### config.mk
export PLATFORM = sky130hd
export DESIGN_NAME = light_intensity_controller_mc
export DESIGN_NICKNAME = d
export VERILOG_FILES = /design/src/rtl/light_intensity_controller_mc.sv
export SDC_FILE = /design/constraint.sdc
export NUM_CORES = 1
export LEC_CHECK = 0
export CAP_MARGIN = 30
export CORE_ASPECT_RATIO = 0.6
export CORE_UTILIZATION = 55
export DETAILED_ROUTE_END_ITERATION = 16
export HOLD_SLACK_MARGIN = 0.02
export PLACE_DENSITY_LB_ADDON = 0.12
export SLEW_MARGIN = 25
export SYNTH_ARGS = -nofsm -noshare
export SYNTH_HDL_FRONTEND = slang
export SYNTH_SLANG_ARGS = --single-unit
### constraint.sdc
create_clock -name clk -period 2.08 [get_ports clk]
set_input_delay 0.208 -clock clk [delete_from_list [all_inputs] [get_ports clk]]
set_output_delay 0.208 -clock clk [all_outputs]
set_load 0.01 [all_outputs]
### src/rtl/light_intensity_controller_mc.sv
// light_intensity_controller_mc
//   Multi-channel ambient-light lamp controller. Each channel debounces its
//   sensor code, maps it to an inverse lamp target (dark sensor -> bright
//   lamp) and ramps its lamp level toward that target by one step per
//   prescaler tick. A global mode selects off / auto / manual / hold.
//
// Ports
//   clk         system clock, rising edge
//   rst         asynchronous reset, active low
//   en          global enable; 0 freezes prescaler, debouncers and levels
//   mode        00 off, 01 auto, 10 manual, 11 hold
//   manual_lvl  shared target for all channels in manual mode
//   sens        raw sensor codes, channel i at [i*SW +: SW]
//   lvl         registered lamp levels, channel i at [i*LW +: LW]
//   settled     per channel, level equals current target (combinational)
//   chg         one-cycle pulse after any level changed
module light_intensity_controller_mc #(
    parameter int CH       = 4,
    parameter int SW       = 4,
    parameter int LW       = 3,
    parameter int DEB      = 4,
    parameter int RAMP_DIV = 8
) (
    input  logic                clk,
    input  logic                rst,
    input  logic                en,
    input  logic [1:0]          mode,
    input  logic [LW-1:0]       manual_lvl,
    input  logic [CH*SW-1:0]    sens,
    output logic [CH*LW-1:0]    lvl,
    output logic [CH-1:0]       settled,
    output logic                chg
);

    localparam int CW = (DEB > 1) ? $clog2(DEB) : 1;
    localparam int PW = (RAMP_DIV > 1) ? $clog2(RAMP_DIV) : 1;

    typedef enum logic [1:0] {
        MODE_OFF    = 2'b00,
        MODE_AUTO   = 2'b01,
        MODE_MANUAL = 2'b10,
        MODE_HOLD   = 2'b11
    } mode_t;

    mode_t         mode_sel;
    logic [SW-1:0] cand    [CH];
    logic [SW-1:0] acc     [CH];
    logic [CW-1:0] cnt     [CH];
    logic [LW-1:0] lvl_q   [CH];
    logic [LW-1:0] target  [CH];
    logic [LW-1:0] lvl_nxt [CH];
    logic [PW-1:0] presc;
    logic          tick;
    logic          any_step;

    assign mode_sel = mode_t'(mode);
    assign tick     = en && (presc == PW'(RAMP_DIV - 1));

    always_comb begin
        any_step = 1'b0;
        settled  = '0;
        for (int unsigned i = 0; i < CH; i++) begin
            target[i] = '0;
            case (mode_sel)
                MODE_OFF:    target[i] = '0;
                // Inverse map of the sensor's top LW bits.
                MODE_AUTO:   target[i] = {LW{1'b1}} - acc[i][SW-1 -: LW];
                MODE_MANUAL: target[i] = manual_lvl;
                MODE_HOLD:   target[i] = lvl_q[i];
                default:     target[i] = '0;
            endcase

            lvl_nxt[i] = lvl_q[i];
            if (tick) begin
                if (lvl_q[i] < target[i])
                    lvl_nxt[i] = lvl_q[i] + LW'(1);
                else if (lvl_q[i] > target[i])
                    lvl_nxt[i] = lvl_q[i] - LW'(1);
            end

            settled[i] = (lvl_q[i] == target[i]);
            if (lvl_nxt[i] != lvl_q[i])
                any_step = 1'b1;
        end
    end

    always_ff @(posedge clk or negedge rst) begin
        if (!rst) begin
            presc <= '0;
            chg   <= 1'b0;
            for (int unsigned i = 0; i < CH; i++) begin
                cand[i]  <= '0;
                cnt[i]   <= '0;
                acc[i]   <= '0;
                lvl_q[i] <= '0;
            end
        end else if (en) begin
            presc <= (presc == PW'(RAMP_DIV - 1)) ? '0 : presc + PW'(1);
            chg   <= any_step;
            for (int unsigned i = 0; i < CH; i++) begin
                lvl_q[i] <= lvl_nxt[i];
                // Counter saturates at DEB-1; acc keeps reloading the stable cand.
                if (sens[i*SW +: SW] != cand[i]) begin
                    cand[i] <= sens[i*SW +: SW];
                    cnt[i]  <= '0;
                end else if (cnt[i] == CW'(DEB - 1)) begin
                    acc[i] <= cand[i];
                end else begin
                    cnt[i] <= cnt[i] + CW'(1);
                end
            end
        end else begin
            chg <= 1'b0;
        end
    end

    for (genvar g = 0; g < CH; g++) begin : g_out
        assign lvl[g*LW +: LW] = lvl_q[g];
    end

endmodule

Word-level counts from Yosys, hierarchy flattened

Index checks and enable logic that the tools add are counted.

$add $sub $neg: 17
Order comparisons: 8
Equality and inequality tests: 24
Multiplexer cells: 30
Bitwise logic cells: 4
Reductions and logical operators: 14

Operators by type and width:

| cell                                                                   | number |
|---|---|
| 3-bit one-hot mux with 4 select lines                                  | 4 |
| 3-bit two-way mux                                                      | 13 |
| 2-bit two-way mux                                                      | 8 |
| 4-bit inequality test                                                  | 4 |
| 2-bit AND reduction                                                    | 8 |
| 3-bit by 1-bit adder with 3-bit output (second input constant)         | 5 |
| 2-bit equality test (second input constant)                            | 6 |
| 3-bit equality test                                                    | 4 |
| 3-bit greater-than comparator                                          | 4 |
| 3-bit less-than comparator                                             | 4 |
| 3-bit inequality test                                                  | 4 |
| 3-bit AND reduction                                                    | 4 |
| 3-bit by 1-bit subtractor with 3-bit output (second input constant)    | 4 |
| 3-bit subtractor (first input constant)                                | 4 |
| 2-bit by 1-bit adder with 2-bit output (second input constant)         | 4 |
| 2-bit inequality test (second input constant)                          | 4 |
| 1-bit two-way mux                                                      | 5 |
| 1-bit NOT                                                              | 4 |
| 3-bit equality test (second input constant)                            | 1 |
| 2-bit by 1-bit equality test with 1-bit output (second input constant) | 1 |
| 2-bit logical NOT                                                      | 1 |
| 1-bit logical AND                                                      | 1 |

Register bits after elaboration: 56
Bits of input ports: 24

Depth between registers and ports, before layout

Gate-level depths: netlist (run 1).

Depth after elaboration: 12
Gate-level depth with buffers: 11
Gate-level depth less buffers: 10

Least setup slack after synthesis (run 1)

OpenSTA, ideal clock, no wires.

Path kind: input to register
Start: in mode[0]
End: reg lvl_q (netlist bit lvl[7])
Setup time: 0.123 ns
Arrival: 1.641 ns
Setup slack: 0.316 ns
Cell stages on the path: 9
Cells stage by stage: clkbuf_1 nand2_1 a21oi_1 nor2_1 ha_1 a21oi_1 o21ai_1 a2bb2oi_1 o221a_2

Word-level cells in the longest chain between the ends: 6

Ends and longest elaborated chain:

| element                                           | line | text |
|---|---|---|
| start: declaration                                | 27   | `input logic [1:0] mode,` |
| 2-bit equality test, or another cell as far along | 64   | `case (mode_sel)` |
| 3-bit one-hot mux with 4 select lines (*)         | 64   |  |
| 3-bit greater-than comparator                     | 77   | `else if (lvl_q[i] > target[i])` |
| 3-bit two-way mux                                 | 77   |  |
| 3-bit two-way mux (*)                             | 75   | `if (lvl_q[i] < target[i])` |
| 3-bit two-way mux (*)                             | 74   | `if (tick) begin` |
| end signal: indexed assignment                    | 101  | `lvl_q[i] <= lvl_nxt[i];` |
| end: declaration                                  | 49   | `logic [LW-1:0] lvl_q [CH];` |

Every way passes the cells marked *; elsewhere a longest branch is shown, timed or not.
A chain may end at the register's enable or synchronous reset.

Final worst setup path (run 1)

Start: in mode[1]
End: reg lvl_q (netlist bit lvl[7])

The elaborated chain is that of the path after synthesis.

==> flow_summary.yaml, run 1 <==
status:
  status: "complete, no violations"
final_layout:
  nets: 417
  diodes: 0
  multiInputGateArea_um2: 1700
  design_area_um2: 3900
  instances_no_fill: 434
  utilization_pct: 74.5
  final_common_cell: "dfrtp_1"
  final_cell_mix: "52 x dfrtp_1, 34 x clkdlybuf4s50_1, 30 x buf_4"
  drive_above_1_share_pct: 21.2
  fill_cells: 384
  syn_to_final_growth_pct: 26.1
  regArea_um2: 1300
clock_tree:
  clkSlewWorstSetupHoldPaths_ns: 0.10
  cts-htree-levels: 2
  cts_sinks: 52
  cts_root_buf: "clkbuf_8"
  cts_hold_buf: 0
  cts_tree: "built"
  cts_made_buffers: 5
  clk_path_buf_depth: 2
  clk_latency_ns: 0.30
timing:
  hold_viol: 0
  setup_viol: 0
  rsz0062_at_grt: "false"
  skew_ns: 0.00584
  holdWs_ns: 0.00350
  timing.setup.tns_ns: 0
  timing.final.ws_setup_ns: 0.120
  slew_headroom_pct: 56.0
  post-route-min-period_ns: 1.96
  tightest_slew_ns: 0.659
  slew_violations: 0
  period_share_pct: 94.2
  fmax_ghz: 0.510
worst_setup_path:
  setup.worst_path.end_class: "flop"
  startpoint: "mode[1]"
  reg2reg_from: "lvl[2]$_DFFE_PN0P_"
  crit_fanout: 12
  path_class: "in -> reg"
  cp_data_required_time_ns: 2.28
  arrival_ns: 2.16
  startpoint_type: "primary input"
pwr:
  power_frac_comb_pct: 47.9
  pwr_density_cell_nw_per_um2: 1020
  power_mw: 3.99
  p_seq_share_pct: 34.2
  vdd_drop_max_mv: 0.734
  pwr-share-clk_pct: 17.9
  p_int_mw: 2.51
  swShare_pct: 37.0
  p_leak_nw: 1.84
  p_switching_mw: 1.48
route:
  highest_layer: "met4"
  drtAntennaViolNets: 0
  remaining_drc_errors: 0
  vias: 2419
  totalWireLength_mm: 6.67
  vias_per_cell: 5.57
  wl_met2_mm: 2.98
  drt_iter0_drc: 117
  drt-met1-wl_mm: 3.28
  routedWlPerCell_um: 15.4
  wl_met3_um: 370
  dr.pass1.iters: 5
synthesis:
  synthCells: 298
  synth_nets: 348
  synth_edf_count: 0
  ys_seq_area_share_pct: 42.1
  yosysUniqueCellTypes: 38
  ys_ff_latch: 52
  avgSynthCellArea_um2: 10.4
  synthArstFlopShare_pct: 100
  synth_ff_type: "dfrtp_1"
  yosysWarnings: 0
  syn_area_um2: 3090
placement:
  dp_cells: 426
  dp_hpwl_mm: 5.09
  pre_cts_slack_ns: -0.455
  io_buffers: 40
  gp_congestion: 0.882
  place_area_um2: 3770
floorplanning:
  die_h_um: 60.1
  dieArea_um2: 5930
  initial_core_util_pct: 59.1
  die_x_um: 98.8
  io_pins: 41
  rows: 20
  core_region_area_um2: 5230
global_route:
  antenna_found_initial: 0
  grtUsageTotal_pct: 24.5
  grt_overflow: 0
  grt_max_degree: 53
  grt_pass1_wl_mm: 11.1
  grt_pass1_vias: 2361
hold_path:
  hold_path_class: "in -> async"
run:
  drv_cap: 0
## layer usage
layer	track usage, %	up-vias
li1	-	1179
met1	33.8	1165
met2	41.0	67
met3	5.15	8
met4	4.05	0
met5	0	-
## cells in the mapped netlist (2+ instances only)
| library cell | count | share of area [%] |
|---|---|---|
| dfrtp_1 | 52 | 42 |
| ha_1 | 26 | 11 |
| nor2_1 | 24 | 2.9 |
| inv_1 | 22 | 2.7 |
| nand2_1 | 21 | 2.6 |
| a21oi_1 | 19 | 3.1 |
| mux2_2 | 18 | 6.6 |
| xor2_1 | 16 | 4.5 |
| mux2_1 | 9 | 3.3 |
| nand3_1 | 9 | 1.5 |
| xnor2_1 | 8 | 2.3 |
| a31oi_1 | 7 | 1.4 |
| o21ai_1 | 7 | 1.1 |
| clkbuf_1 | 5 | 0.61 |
| mux2i_1 | 5 | 1.6 |
| o21ai_0 | 5 | 0.81 |
| o22ai_1 | 5 | 1.0 |
| buf_2 | 4 | 0.65 |
| a21boi_1 | 3 | 0.73 |
| mux2_4 | 3 | 1.5 |
| nand2b_1 | 3 | 0.61 |
| nand4_1 | 3 | 0.61 |
| o21a_1 | 3 | 0.73 |
| o32ai_1 | 3 | 0.85 |
| and3_2 | 2 | 0.49 |
| nand4b_1 | 2 | 0.57 |
| nor3b_1 | 2 | 0.49 |
| nor4_4 | 2 | 1.4 |
## what timing repair did
item,4_1_cts,5_1_grt
cloned,0,0
setup endpoints to repair,9,6
resized for setup,8,11
buffers inserted,0,0
pin swaps,0,0
## layout make-up
| class | count | share of cell area (%) |
|---|---|---|
| repair buffers | 71 | 15.9 |
| clock inverters | 3 | 1.19 |
| flip-flops and latches | 52 | 33.4 |
| well taps | 66 | 2.12 |
| clock buffers | 5 | 1.77 |
| multi-input cells | 215 | 43.5 |
| inverters | 22 | 2.12 |
## sequential cells by signal, summed over array words and instances (netlist names)
register / count
cand: 16
lvl: 12
acc: 12
presc: 3
cnt: 8
chg: 1
## worst paths after layout
kind | end | slack [ns] | depth (start not counted)
max | lvl[7]$_DFFE_PN0P_ | 0.12 | 11
min | lvl[0]$_DFFE_PN0P_ | 0.003 | 2
max reg2reg | lvl[0]$_DFFE_PN0P_ | 0.19 | 9
min reg2reg | presc[0]$_DFFE_PN0P_ | 0.50 | 1
max in group asynchronous | cnt[3]$_DFFE_PN0P_ | 1.63 | 2
min in group clk | presc[0]$_DFFE_PN0P_ | 0.50 | 1
## power by group through the flow
stage / Clock (mW) / Combinational (mW) / Sequential [mW]
floorplan: 0 / 0.956 / 1.42
global placement: 0 / 1.81 / 1.37
detailed placement: 0 / 1.90 / 1.38
CTS: 0.731 / 1.88 / 1.36
global route: 0.779 / 2.11 / 1.39
finish: 0.713 / 1.91 / 1.36
## critical path: stages
cell and delay (ns):
clkdlybuf4s50_1 0.46, inv_1 0.05, buf_4 0.17, a21oi_1 0.13, nor2_1 0.07, ha_1 0.31
buf_4 0.15, a21oi_2 0.14, o21ai_2 0.10, a2bb2oi_1 0.14, o221a_2 0.24
## cells by family (layout without fill, tap and decap cells)
family / Yosys count / after routing / share of synthesized area, %
adders and majority gates: 26 / 26 / 10.5
xor gates and xnor gates: 24 / 24 / 6.80
DFF: 52 / 52 / 42.1
buffers and inverters: 31 / 101 / 3.93
muxes: 35 / 35 / 12.9
and+or+nand+nor: 73 / 73 / 12.5
AOI/OAI and AO/OA: 57 / 57 / 11.2
Power figures use the tool's default switching activity.
==> inputs of run 2 (changes only) <==
Settings changed: CELL_PAD_IN_SITES_DETAIL_PLACEMENT from default to 1, CELL_PAD_IN_SITES_GLOBAL_PLACEMENT from default to 2, CORE_UTILIZATION 55 to 36.
==> run 2 against run 1 <==
  * Sequential share of layout area fell by 1.7 points
  * Power rose by 9.5%
  * Wire length rose by 20%
  * Combinational power rose by 11%
  * Clock power rose by 24%
  * Non-clock buffer count rose by 9
  * Critical path depth fell by 2
  * Setup slack got worse by 0.029 ns
  * Global-route usage fell by 4.7 points
  * Largest power group unchanged
  * Register-to-register slack got worse by 0.02 ns
  * Cell area rose by 5.4%
==> flow_summary.yaml, run 2 (synthesized netlist as in run 1, its figures left out) <==
timing:
  timing.setup.tns_ns: 0
  period_share_pct: 95.6
  post-route-min-period_ns: 1.99
  fmax_ghz: 0.503
  setup_viol: 0
  tightest_slew_ns: 0.555
  skew_ns: 0.00831
  hold_viol: 0
  slew_headroom_pct: 62.9
  slew_violations: 0
worst_setup_path:
  slowest_stage: "clkdlybuf4s50_1"
  rr_worst_depth: 9
  cp_data_required_time_ns: 1.87
  crit_cells: 9
  max_stage_delay_ns: 0.40
  crit_fanout: 4
  worstPathCellList: "clkdlybuf4s50_1, nor2b_1, buf_4, a21oi_1, o22ai_1, ha_1, nand3_2, inv_2, clkdlybuf4s15_2"
  arrival_ns: 1.78
  crit_buf_inv: 4
  setup.worst_path.end_class: "output pin"
  path_class: "in -> out"
  path_delay_family: "buffers and inverters"
  startpoint_type: "primary input"
route:
  dr.pass1.iters: 4
  remaining_drc_errors: 0
  routedWlPerCell_um: 16.5
  vias: 2477
  totalWireLength_mm: 7.97
  drt_iter0_drc: 71
  vias_per_cell: 5.12
  drtAntennaViolNets: 0
global_route:
  antenna_found_initial: 0
  grt_overflow: 0
  grt_pass1_wl_mm: 13.3
  grt_max_degree: 35
  grtUsageTotal_pct: 19.8
  grt_pass1_vias: 2652
pwr:
  pwr-share-clk_pct: 20.2
  vdd_drop_max_mv: 0.462
  p_seq_share_pct: 31.2
  power_frac_comb_pct: 48.5
  power_mw: 4.37
  swShare_pct: 36.7
  p_switching_mw: 1.60
  p_int_mw: 2.76
  pwr_density_cell_nw_per_um2: 1060
  p_leak_nw: 1.92
final_layout:
  drive_above_1_share_pct: 25.0
  diodes: 0
  multiInputGateArea_um2: 1720
  fill_cells: 921
  regArea_um2: 1300
  syn_to_final_growth_pct: 32.9
  nets: 426
  design_area_um2: 4110
  largest_reg_flops: 16
  regMostFlops: "cand"
  final_cell_mix: "52 x dfrtp_1, 35 x buf_4, 33 x clkdlybuf4s50_1"
  final_common_cell: "dfrtp_1"
floorplanning:
  io_pins: 41
  core_region_area_um2: 8100
  rows: 25
  die_x_um: 122
  initial_core_util_pct: 38.1
  dieArea_um2: 8970
  die_h_um: 73.8
clock_tree:
  cts-htree-levels: 2
  cts_tree: "built"
  cts_sinks: 52
  cts_made_buffers: 5
  clkSlewWorstSetupHoldPaths_ns: 0.07
  clk_latency_ns: 0.30
  clk_path_buf_depth: 2
  cts_root_buf: "clkbuf_16"
placement:
  place_area_um2: 3870
  gp_congestion: 0.809
  dp_hpwl_mm: 6.12
  io_buffers: 40
run:
  drv_cap: 0
hold_path:
  hold_path_class: "in -> async"
status:
  status: "complete, no violations"
-- run 2: cell count changes in the layout (fill, tap and decap cells not counted), moves of 3 or more --
cell,change
buf_4,+5
clkbuf_16,+5
buf_6,+3
clkbuf_8,-3
-- run 2: worst reg2reg max path, stage by stage, from the launching register on --
cell and delay, ns:
dfrtp_1 0.41, nand2_1 0.07, a21oi_1 0.06, nor2_1 0.17, ha_1 0.29, buf_4 0.15, a21oi_1 0.15, o21ai_2 0.11
o32ai_1 0.28, a31oi_1 0.09
-- run 2: power groups by stage --
stage | clock (mW) | sequential (mW) | combinational [mW]
CTS | 0.908 | 1.36 | 2.09
global route | 0.948 | 1.39 | 2.36
detailed placement | 0 | 1.38 | 2.06
floorplan | 0 | 1.42 | 0.956
finish | 0.883 | 1.36 | 2.12
global placement | 0 | 1.38 | 1.96
-- run 2: layout make-up --
cell class	instances	area share, %
Tap cell	108	3.29
Multi-Input combinational cell	215	42.0
Inverter	22	2.01
Sequential cell	52	31.7
Clock buffer	7	3.72
Timing Repair Buffer	80	17.3
-- run 2: worst paths after layout --
kind | endpoint | slack, ns | startpoint
worst max-delay path | settled[2] | 0.09 | manual_lvl[0]
worst min-delay path | lvl[6]$_DFFE_PN0P_ | 0.41 | rst
worst max register to register | lvl[10]$_DFFE_PN0P_ | 0.17 | lvl[11]$_DFFE_PN0P_
worst min register to register | presc[0]$_DFFE_PN0P_ | 0.49 | presc[0]$_DFFE_PN0P_
max in group asynchronous | cand[0]$_DFFE_PN0P_ | 1.09 | rst
min in group clk | presc[0]$_DFFE_PN0P_ | 0.49 | presc[0]$_DFFE_PN0P_
-- run 2: routing by layer --
layer  wire length, µm  GRT usage [%]  up-vias
met4               114           5.76        0
met2              3490           31.6       29
met5                 0              0        -
met1              4160           27.1     1235
li1                  -              -     1201
met3               215           4.04       12
-- run 2: per-stage QoR --
step	hold slack (ns)	utilization, %	worst slack [ns]	cells
6_report	0.414	50.7	0.0913	484
5_1_grt	0.470	50.7	-0.00976	484
4_1_cts	0.433	50.2	0.00113	484
3_5_place_dp	0.215	47.8	-0.458	474
3_3_place_gp	0.222	47.8	-0.396	474
2_1_floorplan	-0.0876	-	0.316	298
-- run 2: repair_timing --
item                                    in CTS  in global routing
gates cloned                                 1                  0
buffers inserted                             1                  0
hold buffers                                 1                  0
hold endpoints to repair                    18                  0
gates resized for setup                     14                 20
pin swaps                                    2                  7
endpoints found under the setup margin      11                 14
==> inputs of run 3 (changes only) <==
Settings changed: CORE_UTILIZATION 36 to 32.
Clock period 2.08 ns to 1.7 ns, I/O delays scaled along.
==> run 3 against run 2 <==
  * The run now ends with setup timing left
  * Setup slack worse by 0.21 ns
  * Worst hold slack worse by 0.032 ns
  * Register-to-register slack worse by 0.29 ns
  * Critical path depth stayed put
  * Global-route usage is 2.6 points lower
  * Critical path type is now reg -> reg
==> flow_summary.yaml, run 3 (synthesized netlist as in run 1, its figures left out) <==
status:
  status: "complete, but fails checks"
  violations: "setup timing"
placement:
  gp_congestion: 0.794
  pre_cts_slack_ns: -0.794
  place_area_um2: 4020
  io_buffers: 40
  dp_hpwl_mm: 6.09
route:
  remaining_drc_errors: 0
  routedWlPerCell_um: 15.4
  vias_per_cell: 4.73
  drtAntennaViolNets: 0
  vias: 2500
  totalWireLength_mm: 8.14
  dr.pass1.iters: 4
  drt_iter0_drc: 63
final_layout:
  fill_cells: 1036
  regArea_um2: 1300
  multiInputGateArea_um2: 1930
  nets: 447
  drive_above_1_share_pct: 38.2
  final_common_cell: "buf_4"
  regMostFlops: "cand"
  syn_to_final_growth_pct: 46.8
  final_cell_mix: "53 x buf_4, 52 x dfrtp_1, 30 x clkdlybuf4s50_1"
  diodes: 0
  design_area_um2: 4540
  largest_reg_flops: 16
worst_setup_path:
  setup.worst_path.end_class: "flop"
  reg2reg_from: "lvl[8]$_DFFE_PN0P_"
  cp_data_required_time_ns: 1.92
  arrival_ns: 2.04
  slowest_stage: "dfrtp_1"
  path_class: "reg -> reg"
  rr_worst_depth: 9
  max_stage_delay_ns: 0.36
  crit_fanout: 3
  worstPathCellList: "nand2_1, a21oi_2, nor2_1, ha_1, buf_6, nand2_4, o21ai_4, mux2i_2, xor2_1"
  startpoint_type: "flop"
  r2r_end: "lvl[8]$_DFFE_PN0P_"
  r2r_setup_slack_ns: -0.12
hold_path:
  hold_path_class: "in -> async"
global_route:
  grtUsageTotal_pct: 17.1
  grt_pass1_wl_mm: 13.1
  grt_pass1_vias: 2586
  antenna_found_initial: 0
  grt_overflow: 0
  grt_max_degree: 53
pwr:
  power_mw: 6.19
  pwr_density_cell_nw_per_um2: 1360
  p_leak_nw: 2.07
  vdd_drop_max_mv: 0.753
clock_tree:
  cts_made_buffers: 5
  cts_tree: "built"
  cts_root_buf: "clkbuf_16"
  cts-htree-levels: 2
  clkSlewWorstSetupHoldPaths_ns: 0.07
  cts_sinks: 52
  clk_latency_ns: 0.29
  clk_path_buf_depth: 2
floorplanning:
  dieArea_um2: 10100
  core_region_area_um2: 9260
  initial_core_util_pct: 33.4
  io_pins: 41
  die_x_um: 129
  die_h_um: 78.1
  rows: 27
timing:
  post-route-min-period_ns: 1.82
  timing.setup.tns_ns: -0.758
  tightest_slew_ns: 0.304
  slew_headroom_pct: 79.7
  holdWs_ns: 0.382
  skew_ns: 0.00449
  fmax_ghz: 0.550
  hold_viol: 0
  slew_violations: 0
  setup_viol: 13
  rsz0062_at_grt: "true"
  period_share_pct: 107
  timing.final.ws_setup_ns: -0.117
run:
  drv_cap: 0
==> run 3: changes by cell type in the layout (fill, tap and decap cells not counted), moves of 4 or more <==
cell     before  now
buf_4        35   53
a21oi_1      17    3
a21oi_2       2   13
buf_6         3   10
nand2_1      20   16
==> run 3: worst max path at each step <==
stage                       startpoint                  to  slack (ns)
detailed placement             mode[0]  lvl[8]$_DFFE_PN0P_       -0.79
finish              lvl[8]$_DFFE_PN0P_  lvl[8]$_DFFE_PN0P_       -0.12
global route        lvl[5]$_DFFE_PN0P_  lvl[4]$_DFFE_PN0P_       -0.21
CTS                 lvl[8]$_DFFE_PN0P_  lvl[8]$_DFFE_PN0P_       -0.12
floorplan           lvl[8]$_DFFE_PN0P_  lvl[7]$_DFFE_PN0P_       0.007
global placement               mode[0]          settled[0]       -0.71
==> run 3: power breakdown <==
group	switching [mW]	leakage (nW)	internal, mW
Clock	0.481	0.0798	0.693
Sequential	0.179	0.665	1.46
Combinational	1.59	1.32	1.78
==> run 3: critical path, delay by kind of cell (launching register included) <==
kind	cells	cell delay [ns]
flip-flops	1	0.36
adder cells (fa/ha/maj)	1	0.33
AO/OA/AOI/OAI	2	0.31
multiplexers	1	0.27
AND/OR/NAND/NOR	3	0.18
XOR/XNOR	1	0.15
buffers and inverters	1	0.14
==> run 3: what timing repair did <==
| action | 4_1_cts | 5_1_grt |
|---|---|---|
| buffers inserted | 5 | 3 |
| pin swaps | 39 | 30 |
| hold endpoints to repair | 52 | 0 |
| hold buffers | 1 | 0 |
| setup endpoints to repair | 17 | 18 |
| gates resized for setup | 76 | 18 |
==> run 3: metal layers <==
layer	global-route usage (%)	wire length [µm]
met1	25.3	4180
met2	25.3	3620
met3	3.68	274
met4	3.88	57
met5	0	0
==> run 3: per-stage QoR <==
step / util, % / std cells
after floorplan: - / 298
after global placement: 43.4 / 511
after detailed placement: 43.4 / 511
after CTS: 47.7 / 525
after global routing: 49.0 / 528
final: 49.0 / 528
==> run 3: area by class of cell <==
type	instances	share of cell area, %
clock buffers	5	2.76
flip-flops and latches	52	28.7
multi-input cells	215	42.5
inverters	22	1.82
repair buffers	101	19.7
clock inverters	3	0.938
well taps	130	3.59
==> RTL edit 1: new RTL, settings of run 3 <==
Remove the case item `MODE_AUTO` of the case on `mode_sel`.
--- a/src/rtl/light_intensity_controller_mc.sv
+++ b/src/rtl/light_intensity_controller_mc.sv
@@ -66,3 +66,2 @@
                 // Inverse map of the sensor's top LW bits.
-                MODE_AUTO:   target[i] = {LW{1'b1}} - acc[i][SW-1 -: LW];
                 MODE_MANUAL: target[i] = manual_lvl;
Behaviour: not the same (a bounded check fails within 4 cycles, from zero or initial values and one cycle with rst low).
==> RTL edit 1 against run 3 <==
  * The flow still finishes with violations (negative setup slack)
  * Synthesized area is 56% lower
  * Count of clock-buffer cells in the layout down 1
  * Setup slack improved by 0.057 ns
  * Combinational power is 13% lower
  * Non-clock buffer count down 42
  * Synthesized cell count is 49% lower
  * Cell area fell by 50%
  * First-iteration DRC count down 62%
  * Routed wire length down 45%
  * Sequential cell count shrank 36
  * Clock skew fell by 0.0014 ns
  * Total power fell by 36%
==> RTL edit 1: results (changes against run 3) <==
{
  "setup_viol_count_final": {"value": 8, "change": "-5"},
  "cts.hold.buffers_added": {"value": 0, "change": "-1"},
  "fin_skew": {"value": 0.00307, "unit": "ns", "change": "-0.00142 ns"},
  "routedWlPerCell": {"value": 16.6, "unit": "um", "change": "+8.0%"},
  "worst-slew-pin-transition": {"value": 0.318, "unit": "ns", "change": "+0.0141 ns"},
  "p_leak": {"value": 1.02, "unit": "nW", "change": "-51%"},
  "grt_use_met3": {"value": 3.94, "unit": "%", "change": "+0.26 points"},
  "status": {"value": "finished with violations"},
  "failed_checks": {"value": "negative setup slack"},
  "worst_r2r_path_depth": {"value": 8, "change": "-1"},
  "synth.top_cells.by_area": {"value": "sky130_fd_sc_hd__dfrtp_1 29%, sky130_fd_sc_hd__ha_1 20%, sky130_fd_sc_hd__o21ai_0 4.7%, sky130_fd_sc_hd__and2_1 3.7%, sky130_fd_sc_hd__mux2i_1 3.7%"},
  "ys_types": {"value": 31, "change": "-18%"},
  "timing.critical_path.arrival": {"value": 1.93, "unit": "ns", "change": "-0.11 ns"},
  "post_dp_cell_area": {"value": 0.00190, "unit": "mm2", "change": "-53%"},
  "vdd_drop_max": {"value": 0.000873, "unit": "V", "change": "+16%"},
  "grt_pass1_vias": {"value": 1369, "change": "-47%"},
  "max_reg_flops": {"value": 12, "change": "-4"},
  "grt_pass1_wl": {"value": 6.83, "unit": "mm", "change": "-48%"},
  "synth.cells.most_frequent": {"value": "22 x sky130_fd_sc_hd__ha_1, 16 x sky130_fd_sc_hd__dfrtp_1, 13 x sky130_fd_sc_hd__nand2_1, 13 x sky130_fd_sc_hd__o21ai_0, 12 x sky130_fd_sc_hd__inv_1"},
  "grt_use_met2": {"value": 35.4, "unit": "%", "change": "+10 points"},
  "globalRouteTotalUtil": {"value": 19.9, "unit": "%", "change": "+2.8 points"},
  "net-switching-power": {"value": 1.69, "unit": "mW", "change": "-25%"},
  "cts_buffers": {"value": 3, "change": "-2"},
  "ctsHtreeMaxLevel": {"value": 1, "change": "-1"},
  "synth-seq-area-share": {"value": 29.2, "unit": "%", "change": "-13 points"},
  "first_iter_violations": {"value": 24, "change": "-62%"},
  "synth.net_count": {"value": 197, "change": "-43%"},
  "dr_total_vias": {"value": 1326, "change": "-47%"},
  "final_layout_size_suffix_gt1_share": {"value": 46.7, "unit": "%", "change": "+8.5 points"},
  "smallest_setup_slack_after_layout": {"value": -0.0602, "unit": "ns", "change": "+0.0569 ns"}
}
==> RTL edit 1: power by group through the flow <==
stage	Clock (mW)	Combinational [mW]	Sequential, mW
global placement	0	2.13	0.653
finish	0.351	2.95	0.654
global route	0.378	3.17	0.668
CTS	0.362	2.64	0.648
floorplan	0	1.07	0.735
detailed placement	0	2.25	0.652
==> RTL edit 1: cells by family (layout without fill, tap and decap cells) <==
kind of cell / Yosys count / count (layout) / synth area share, %
xor+xnor: 8 / 8 / 5.11
fa+ha+maj: 22 / 22 / 20.1
mux: 7 / 7 / 5.30
simple gates: 46 / 46 / 18.4
flops: 16 / 16 / 29.2
buf+inv: 16 / 75 / 5.30
compound gates: 36 / 36 / 16.5
==> RTL edit 1: per-layer routing <==
metal / vias up / wire [um]
li1: 653 / -
met4: 0 / 20
met3: 2 / 124
met5: - / 0
met1: 650 / 2120
met2: 21 / 2240
==> RTL edit 1: worst reg2reg max path: stages, from the launching register on <==
cell	delay, ns
sky130_fd_sc_hd__dfrtp_1	0.39
sky130_fd_sc_hd__and2_4	0.16
sky130_fd_sc_hd__o21ai_2	0.12
sky130_fd_sc_hd__ha_1	0.27
sky130_fd_sc_hd__buf_6	0.13
sky130_fd_sc_hd__a21oi_4	0.11
sky130_fd_sc_hd__nand2_2	0.10
sky130_fd_sc_hd__mux2i_1	0.19
sky130_fd_sc_hd__xor2_1	0.19
==> RTL edit 1: final cells by class <==
type                    count  share of cell area, %
multi-input cells         119                   51.5
repair buffers             59                   23.1
flip-flops and latches     16                   17.7
well taps                  60                   3.30
clock buffers               4                   2.42
inverters                  12                   1.98
==> RTL edit 1: timing repair <==
item	CTS	global route
buffers inserted	4	0
resized for setup	67	32
gates cloned	1	0
setup endpoints to repair	17	17
endpoints found under the hold margin	0	0
pin swaps	25	23
==> RTL edit 1: worst min-delay path by stage <==
stage,startpoint,to,slack (ns),depth (start not counted)
after floorplan,rst,chg,-0.13,0
after global placement,presc[0],presc[0],0.47,1
after CTS,rst,lvl[11],0.25,2
after detailed placement,presc[0],presc[0],0.48,1
final,rst,lvl[7],0.24,2
after global routing,rst,lvl[11],0.27,2
==> RTL edit 1: through the flow <==
step | setup WS, ns | hold WS [ns] | setup TNS [ns] | utilization [%] | cells
final | -0.0602 | 0.240 | -0.265 | 55.5 | 270
after global routing | -0.156 | 0.266 | -1.04 | 55.5 | 270
after CTS | -0.0771 | 0.248 | -0.361 | 51.6 | 270
after detailed placement | -0.645 | 0.485 | -9.52 | 46.3 | 261
after global placement | -0.608 | 0.474 | -8.73 | 46.3 | 261
after floorplan | -0.0154 | -0.126 | -0.0154 | - | 151
==> RTL edit 2: new RTL, settings of run 3 <==
Made on the original files. Set the parameter `RAMP_DIV` to 16 (it was 8).
--- a/src/rtl/light_intensity_controller_mc.sv
+++ b/src/rtl/light_intensity_controller_mc.sv
@@ -21,3 +21,3 @@
     parameter int DEB      = 4,
-    parameter int RAMP_DIV = 8
+    parameter int RAMP_DIV = 16
 ) (
Check against the original RTL: not equivalent (a bounded check fails within 10 cycles, from zero or initial values and one cycle with rst low).
==> RTL edit 2 against run 3 <==
  * Setup slack got worse by 0.028 ns
  * Synthesized area grew 4.7%
  * Critical path depth unchanged
  * Count of clock-buffer cells in the layout is the same
  * Total power fell by 1.1%
  * Sequential cell count increased by 1
  * Cell area is 3.0% higher
  * The run still ends with negative setup slack left
  * Highest routed layer unchanged
  * Non-clock buffer count up 6
  * Clock power fell by 11%
  * Routed wire length grew 5.0%
  * Final cell count increased by 3.8%
  * First-iteration DRC count is 4.8% higher
  * Combinational power is 2% lower
==> RTL edit 2: results (changes against run 3) <==
{
  "vdd_drop_max": {"value": 0.000511, "unit": "V", "change": "-32%"},
  "globalRouteTotalUtil": {"value": 18.1, "unit": "%", "change": "+0.96 points"},
  "smallest_setup_slack_after_layout": {"value": -0.145, "unit": "ns", "change": "-0.0280 ns"},
  "synth.cells.most_frequent": {"value": "53 x sky130_fd_sc_hd__dfrtp_1, 25 x sky130_fd_sc_hd__a21oi_1, 25 x sky130_fd_sc_hd__ha_1"},
  "p_leak": {"value": 2.08, "unit": "nW", "change": "+0.65%"},
  "dp_worst_setup_slack": {"value": -0.802, "unit": "ns", "change": "-0.00736 ns"},
  "grt_max_degree": {"value": 36, "change": "-32%"},
  "final_layout_size_suffix_gt1_share": {"value": 40.7, "unit": "%", "change": "+2.5 points"},
  "wirelength_met1": {"value": 4.59, "unit": "mm", "change": "+9.7%"},
  "row_count": {"value": 28, "change": "+3.7%"},
  "first_iter_violations": {"value": 66, "change": "+4.8%"},
  "use_met1": {"value": 25.5, "unit": "%", "change": "+0.26 points"},
  "setup_viol_count_final": {"value": 13, "change": "unchanged"},
  "route.detailed.vias_per_inst": {"value": 4.77, "change": "+0.82%"},
  "synth_compound_gate_area_share": {"value": 12.6, "unit": "%", "change": "+1.4 points"},
  "place.gp.congestion": {"value": 0.793, "change": "-0.19%"},
  "yosys.area_share.xor_xnor": {"value": 7.04, "unit": "%", "change": "+0.23 points"},
  "cts.repair.resized": {"value": 71, "change": "-6.6%"},
  "synth-seq-area-share": {"value": 41.0, "unit": "%", "change": "-1.1 points"},
  "worst_r2r_startpoint": {"value": "lvl[2]"},
  "synth.net_count": {"value": 360, "change": "+3.4%"},
  "status": {"value": "finished with violations"},
  "failed_checks": {"value": "negative setup slack"},
  "combinational_family_with_the_most_area_after_synthesis": {"value": "simple AND/OR/NAND/NOR gates"},
  "routed-wl-met2": {"value": 3.52, "unit": "mm", "change": "-2.8%"},
  "yosys.area_share.adder": {"value": 9.67, "unit": "%", "change": "-0.86 points"},
  "post_dp_cell_area": {"value": 0.00427, "unit": "mm2", "change": "+6.2%"},
  "aggregate_negative_setup_slack": {"value": -0.897, "unit": "ns", "change": "-0.138 ns"},
  "timing.slew.headroom": {"value": 64.8, "unit": "%", "change": "-15 points"},
  "syn_avg_cell_area": {"value": 10.4, "unit": "um2", "change": "+0.36%"}
}
==> RTL edit 2: changes by cell type after synthesis, moves of 5 or more <==
| cell | run 3 | this run |
|---|---|---|
| sky130_fd_sc_hd__mux2_1 | 9 | 0 |
| sky130_fd_sc_hd__a21oi_1 | 19 | 25 |
| sky130_fd_sc_hd__mux2i_1 | 5 | 0 |
| sky130_fd_sc_hd__mux2_4 | 3 | 12 |
| sky130_fd_sc_hd__clkbuf_1 | 5 | 10 |
==> RTL edit 2: layout make-up <==
class,instances,area [um2]
Clock buffer,5,125
Tap cell,135,169
Inverter,22,82.6
Sequential cell,53,1330
Multi-Input combinational cell,223,1980
Clock inverter,3,17.5
Fill cell,1098,5170
Timing Repair Buffer,107,966
==> RTL edit 2: final timing paths <==
path                       endpoint  slack, ns
max                          lvl[0]      -0.15
min                          cnt[4]       0.38
max reg2reg                  lvl[0]      -0.15
min reg2reg                  cnt[0]       0.50
max in group asynchronous    lvl[9]       0.74
min in group clk             cnt[0]       0.50
